## config.mk

```make
export PLATFORM = sky130hd
export DESIGN_NAME = sar_compare_search_flat
export DESIGN_NICKNAME = d
export VERILOG_FILES = /design/src/rtl/cmp_pkg.sv /design/src/rtl/sar_compare_search_if.sv /design/src/rtl/sar_compare_search_bound.sv /design/src/rtl/sar_compare_search.sv /design/src/flat_wrapper.sv
export SDC_FILE = /design/constraint.sdc
export NUM_CORES = 1
export LEC_CHECK = 0
export CAP_MARGIN = 0
export CORE_MARGIN = 2
export CORE_UTILIZATION = 50
export DETAILED_ROUTE_END_ITERATION = 6
export GPL_TIMING_DRIVEN = 0
export PLACE_DENSITY = 0.75
export RECOVER_POWER = 25
export SETUP_SLACK_MARGIN = 0.15
export SLEW_MARGIN = 20
export SYNTH_ARGS = -nofsm -noshare
export SYNTH_HDL_FRONTEND = slang
export SYNTH_SLANG_ARGS = --single-unit
```

## constraint.sdc

```tcl
create_clock -name clk -period 8.2 [get_ports clk]
set_input_delay 1.64 -clock clk [delete_from_list [all_inputs] [get_ports clk]]
set_output_delay 1.64 -clock clk [all_outputs]
set_load 0.005 [all_outputs]
```

## src/rtl/cmp_pkg.sv

```systemverilog
// Shared definitions for the magnitude-compare interface: relation codes,
// search states and the signed/unsigned offset mapping.
package cmp_pkg;

  localparam logic [2:0] CMP_LT = 3'b100;
  localparam logic [2:0] CMP_EQ = 3'b010;
  localparam logic [2:0] CMP_GT = 3'b001;

  localparam int MAX_W = 32;

  typedef enum logic [1:0] {IDLE, PROBE, DONE, ERR} state_t;

  // Inverting the MSB of a w-bit two's-complement value makes unsigned order
  // match signed order; the mapping is its own inverse.
  function automatic logic [MAX_W-1:0] offset_map(input logic [MAX_W-1:0] v,
                                                  input int unsigned w,
                                                  input logic sgn);
    return v ^ ({{(MAX_W-1){1'b0}}, sgn} << (w - 1));
  endfunction

endpackage

```

## src/rtl/sar_compare_search_if.sv

```systemverilog
// Guess/relation-code handshake between the search engine and a comparator.
interface sar_compare_search_if #(parameter int WIDTH = 3);
  logic [WIDTH-1:0] guess;
  logic             guess_valid;
  logic [2:0]       cmp;
  logic             cmp_valid;

  modport master (output guess, guess_valid, input cmp, cmp_valid);
  modport slave  (input guess, guess_valid, output cmp, cmp_valid);
endinterface

```

## src/rtl/sar_compare_search_bound.sv

```systemverilog
// Bound narrowing for one binary-search step, in the offset domain.
module sar_bound_update
  import cmp_pkg::*;
#(
  parameter int WIDTH = 3
) (
  input  logic [WIDTH-1:0] lo,
  input  logic [WIDTH-1:0] hi,
  input  logic [WIDTH-1:0] mid,
  input  logic [2:0]       cmp,
  output logic [WIDTH-1:0] lo_nxt,
  output logic [WIDTH-1:0] hi_nxt,
  output logic             hit,
  output logic             exhausted,
  output logic             illegal
);

  always_comb begin
    lo_nxt    = lo;
    hi_nxt    = hi;
    hit       = 1'b0;
    exhausted = 1'b0;
    illegal   = 1'b0;
    case (cmp)
      CMP_EQ: hit = 1'b1;
      CMP_LT: begin
        if (mid == hi) exhausted = 1'b1;
        else           lo_nxt    = mid + WIDTH'(1);
      end
      CMP_GT: begin
        if (mid == lo) exhausted = 1'b1;
        else           hi_nxt    = mid - WIDTH'(1);
      end
      default: illegal = 1'b1;
    endcase
  end

endmodule

```

## src/rtl/sar_compare_search.sv

```systemverilog
// Binary-search initiator: drives guesses to an external comparator and
// narrows the bounds on each relation code until equal or exhausted.
//
// state | meaning
// IDLE  | waiting for start after reset
// PROBE | guess presented, waiting for a relation code
// DONE  | target found, found/done held
// ERR   | range exhausted or illegal code, error held
module sar_compare_search
  import cmp_pkg::*;
#(
  parameter int WIDTH  = 3,
  parameter int STEP_W = $clog2(WIDTH + 2)
) (
  input  logic                 clk,
  input  logic                 rst,
  input  logic                 start,
  input  logic                 signed_mode,
  sar_compare_search_if.master bus,
  output logic                 done,
  output logic                 error,
  output logic [WIDTH-1:0]     found,
  output logic [STEP_W-1:0]    steps
);

  localparam logic [WIDTH-1:0]  RANGE_MAX = '1;
  localparam logic [STEP_W-1:0] STEP_MAX  = '1;

  state_t           state;
  logic [WIDTH-1:0] lo, hi, mid, guess;
  logic             guess_valid, mode;

  logic [WIDTH-1:0] lo_nxt, hi_nxt, mid_nxt;
  logic             hit, exhausted, illegal;

  // Widened by one bit so hi-lo and the sum never wrap.
  function automatic logic [WIDTH-1:0] midpoint(input logic [WIDTH-1:0] l,
                                                 input logic [WIDTH-1:0] h);
    logic [WIDTH:0] s;
    s = {1'b0, l} + (({1'b0, h} - {1'b0, l}) >> 1);
    return s[WIDTH-1:0];
  endfunction

  function automatic logic [WIDTH-1:0] to_native(input logic [WIDTH-1:0] v,
                                                  input logic sgn);
    return WIDTH'(offset_map(MAX_W'(v), WIDTH, sgn));
  endfunction

  sar_bound_update #(.WIDTH(WIDTH)) u_bound (
    .lo        (lo),
    .hi        (hi),
    .mid       (mid),
    .cmp       (bus.cmp),
    .lo_nxt    (lo_nxt),
    .hi_nxt    (hi_nxt),
    .hit       (hit),
    .exhausted (exhausted),
    .illegal   (illegal)
  );

  assign mid_nxt         = midpoint(lo_nxt, hi_nxt);
  assign bus.guess       = guess;
  assign bus.guess_valid = guess_valid;

  always_ff @(posedge clk) begin
    if (rst) begin
      state       <= IDLE;
      lo          <= '0;
      hi          <= '0;
      mid         <= '0;
      mode        <= 1'b0;
      guess       <= '0;
      guess_valid <= 1'b0;
      done        <= 1'b0;
      error       <= 1'b0;
      found       <= '0;
      steps       <= '0;
    end else begin
      case (state)
        IDLE, DONE, ERR: begin
          if (start) begin
            lo          <= '0;
            hi          <= RANGE_MAX;
            mid         <= midpoint('0, RANGE_MAX);
            mode        <= signed_mode;
            guess       <= to_native(midpoint('0, RANGE_MAX), signed_mode);
            guess_valid <= 1'b1;
            done        <= 1'b0;
            error       <= 1'b0;
            found       <= '0;
            steps       <= '0;
            state       <= PROBE;
          end
        end
        PROBE: begin
          if (bus.cmp_valid && guess_valid) begin
            if (steps != STEP_MAX) steps <= steps + STEP_W'(1);
            if (hit) begin
              state       <= DONE;
              done        <= 1'b1;
              found       <= guess;
              guess_valid <= 1'b0;
            end else if (exhausted || illegal) begin
              state       <= ERR;
              error       <= 1'b1;
              found       <= '0;
              guess_valid <= 1'b0;
            end else begin
              lo    <= lo_nxt;
              hi    <= hi_nxt;
              mid   <= mid_nxt;
              guess <= to_native(mid_nxt, mode);
            end
          end
        end
        default: state <= IDLE;
      endcase
    end
  end

endmodule
```

## src/flat_wrapper.sv

```systemverilog
// flat-port wrapper written by rule: the top's interface ports become plain ports
module sar_compare_search_flat import cmp_pkg::*;
#(
  parameter int WIDTH  = 3,
  parameter int STEP_W = $clog2(WIDTH + 2)
)
  (clk, rst, start, signed_mode, done, error, found, steps, bus_guess, bus_guess_valid, bus_cmp, bus_cmp_valid);
  sar_compare_search_if #(.WIDTH(WIDTH)) bus_i ();
  input  logic clk;
  input  logic rst;
  input  logic start;
  input  logic signed_mode;
  output logic done;
  output logic error;
  output logic [WIDTH-1:0] found;
  output logic [STEP_W-1:0] steps;
  output wire logic [$bits(bus_i.guess)-1:0] bus_guess;
  output wire logic [$bits(bus_i.guess_valid)-1:0] bus_guess_valid;
  input wire logic [$bits(bus_i.cmp)-1:0] bus_cmp;
  input wire logic [$bits(bus_i.cmp_valid)-1:0] bus_cmp_valid;
  assign bus_guess = bus_i.guess;
  assign bus_guess_valid = bus_i.guess_valid;
  assign bus_i.cmp = bus_cmp;
  assign bus_i.cmp_valid = bus_cmp_valid;
  sar_compare_search #(.WIDTH(WIDTH), .STEP_W(STEP_W)) u_core (.clk(clk), .rst(rst), .start(start), .signed_mode(signed_mode), .bus(bus_i), .done(done), .error(error), .found(found), .steps(steps));
endmodule
```

==> reports/metrics.cfg <==
[clock_tree]
ctsHtreeMaxLevel=1
clkSinkCount=22
post_cts_resized=0
post_cts_buffers=0
root_buffer=clkbuf_4
clockBufferDepth=2
tritoncts=done
cts_hold_buffers=0
cts_buffers=3
clock_latency_ps=330
clk_pin_slew_ps=140

[floorplanning]
initial_core_util_pct=52.9
coreArea_um2=2480
std_cell_rows=18
die_height_um=55.2
die_x_um=55.2
die-area_um2=3050
io_pins=20

[run]
cap_violations=0

[timing]
skew_ps=15.3
hold_ws_ps=470
setup_viol=0
tns_ps=0
fmaxAchievable_mhz=200
layout_min_cycle_time_ps=5010
tightest_slew_ps=839
fin_crit_sh_pct=61.1
rsz0062_at_grt=no
slew_headroom_pct=43.9
finalHoldViolations=0
final_max_slew_viol_count=0

[placed_design]
placed_cells=201
dp_hpwl_um=2360
portBuffers=19
place.gp.congestion=0.902

[status]
run_status=complete, no violations

[routing]
drt-total-wl_um=3110
post_drt_wl_per_cell_um=15.2
num_vias=1193
drt_first_pass_iters=4
dr_wl_met3_um=105
top_layer=met4
wl_met2_um=1520
via_per_inst=5.82
wl_met1_um=1430
ant_nets=0
drtIter0Drc=26
drc=0

[final_layout]
antenna-diode-count=0
syn_to_final_growth_pct=21.4
fin_cells=205
fin_nets=193
drive_above_1_share_pct=10.3
final_util_pct=64.2

[synth]
synth_top_area_cell=dfxtp_1
synth-edff-count=0
synthCells=152
netlist_area_um2=1310
synth_cell_types=42
synth_warnings=0
yosys_most_used_dff=dfxtp_1
async_flop_share_pct=0
ys_top_cells_by_area=dfxtp_1 34%, ha_1 6.7%, a21oi_1 5.7%
avgSynthCellArea_um2=8.63
yosysSeqAreaShare_pct=33.6
synth-seq-cells=22
synth.net_count=169
synth_top_area_share_pct=33.6

[pwr]
sw_frac_of_total_pct=30.6
powerDensity_nw_per_um2=178
combPwrFrac_pct=26.7
peakVddDrop_mv=0.120
clockPowerShare_pct=30.9
p_sw_uw=86.6
seqPwrFrac_pct=42.4
p_int_uw=197
p_leak_uw=0.000648

[grt]
grt_pass1_vias=1155
gr-usage-all-layers_pct=20.6
grt_pass1_wl_um=5120
grt_antenna_before_repair=0
grt_max_degree=14
grt_overflow=0

[critical_path]
cp_num_cells=14
cp.buffers_inverters=3
crit_family=adder cells
path_class=in2reg
crit_arrival_ps=5230
cp_slowest_cell=clkdlybuf4s50_1
start_kind=input pin
path_max_fanout=5
worst-endpoint-required_ps=8420
cp_cell_sequence=clkdlybuf4s50_1, or3b_1, a31oi_2, mux2i_1, nor2_1, fa_1, inv_1, ha_1, inv_1, fa_1, xnor3_1, and3_1, o21ai_1, a211oi_2
end_kind=register
critPathMaxStageDelay_ps=530
r2r_cells=13

[worst_hold_path]
whs_path_depth=2
min_path_type=reg2reg

placed cells by master, fill, tap and decap left out, types with 2 or more instances in the layout:
| master | instances |
|---|---|
| a21oi_1 | 15 |
| mux2_2 | 2 |
| or3_1 | 2 |
| nand4_1 | 3 |
| o22ai_1 | 3 |
| dfxtp_1 | 22 |
| a211oi_1 | 2 |
| inv_1 | 9 |
| o21ai_0 | 3 |
| a221oi_1 | 2 |
| o21ai_1 | 3 |
| and3_1 | 2 |
| buf_4 | 3 |
| ha_1 | 7 |
| nand2_1 | 17 |
| a22oi_1 | 2 |
| xor2_1 | 5 |
| clkdlybuf4s50_1 | 13 |
| nand3_1 | 5 |
| nor3b_1 | 2 |
| fa_1 | 2 |
| nor2_1 | 14 |
| clkbuf_4 | 3 |
| a21oi_2 | 2 |
| dlygate4sd3_1 | 6 |
| clkbuf_1 | 2 |
| xnor2_1 | 5 |
metal layers:
metal	global-route usage [%]	vias to the layer above
met2	35.9	23
met4	7.67	0
met3	3.28	7
li1	-	585
met5	0	-
met1	25.6	578
cell type report:
class,instances,area [µm²]
multi-input cells,115,802
well taps,30,37.5
inverters,9,33.8
flip-flops and latches,22,440
fillers,223,886
repair buffers,19,190
clock buffers,3,22.5
plain buffers,6,35.0
clock inverters,1,30.0
path summary, 6_finish.rpt:
path	startpoint	slack (ps)	endpoint
max	bus_cmp[2]	3190	u_core.bus.guess[2]
min	u_core.found[0]	470	u_core.found[0]
max reg2reg	u_core.mid[0]	4590	u_core.bus.guess[2]
min reg2reg	u_core.found[0]	470	u_core.found[0]
power by group through the flow:
| stage | Sequential, µW | Clock, µW | Combinational (µW) |
|---|---|---|---|
| 2_1_floorplan | 121 | 0 | 52.8 |
| 3_3_place_gp | 122 | 0 | 72.8 |
| 3_5_place_dp | 123 | 0 | 74.6 |
| 4_1_cts | 120 | 86.1 | 75.7 |
| 5_1_grt | 121 | 90.0 | 83.1 |
| 6_report | 120 | 87.5 | 75.7 |
logic make-up (layout without fill, tap and decap cells):
logic type	after synthesis	in the layout	synth area share (%)
multiplexers	4	4	3.53
flip-flops	22	22	33.6
adder cells (fa/ha/maj)	9	9	9.73
AO/OA/AOI/OAI	40	40	21.0
buffers and inverters	15	38	5.25
XOR/XNOR	11	11	8.40
AND/OR/NAND/NOR	51	51	18.5
worst register-to-register path: cells and delay by family (launching register included):
family / cells / cell delay, ps
XOR/XNOR: 2 / 500
AND/OR/NAND/NOR: 2 / 310
multiplexers: 1 / 420
AO/OA/AOI/OAI: 3 / 690
flip-flops: 1 / 510
adder cells (fa/ha/maj): 3 / 960
buffers and inverters: 2 / 110
synthesized netlist by cell type, types with 2 or more instances:
cell / count
o21ai_1: 3
o21ai_0: 3
inv_1: 9
nor2_1: 14
mux2_2: 2
nor3b_1: 2
a22oi_1: 2
xor2_1: 5
nand2_1: 17
a211oi_1: 2
buf_4: 3
dfxtp_1: 22
and3_1: 2
clkbuf_1: 2
nand4_1: 3
ha_1: 7
a21oi_2: 2
nand3_1: 5
a221oi_1: 2
or3_1: 2
fa_1: 2
o22ai_1: 3
xnor2_1: 5
a21oi_1: 15
flip-flops by register name, summed over array words and instances (netlist names):
name                    count
u_core.bus.guess            1
u_core.hi                   3
u_core.mid                  3
u_core.error                1
u_core.found                3
u_core.mode                 1
u_core.state                2
u_core.lo                   3
u_core.bus.guess_valid      1
u_core.done                 1
u_core.steps                3
through the flow:
stage	cell area, µm²	setup WS [ps]	power, µW
floorplan	1310	3580	174
global placement	1540	2910	195
detailed placement	1540	2860	197
CTS	1590	3200	282
global route	1590	3000	294
finish	1590	3190	283
No activity file was read; power rests on OpenSTA's default activity.
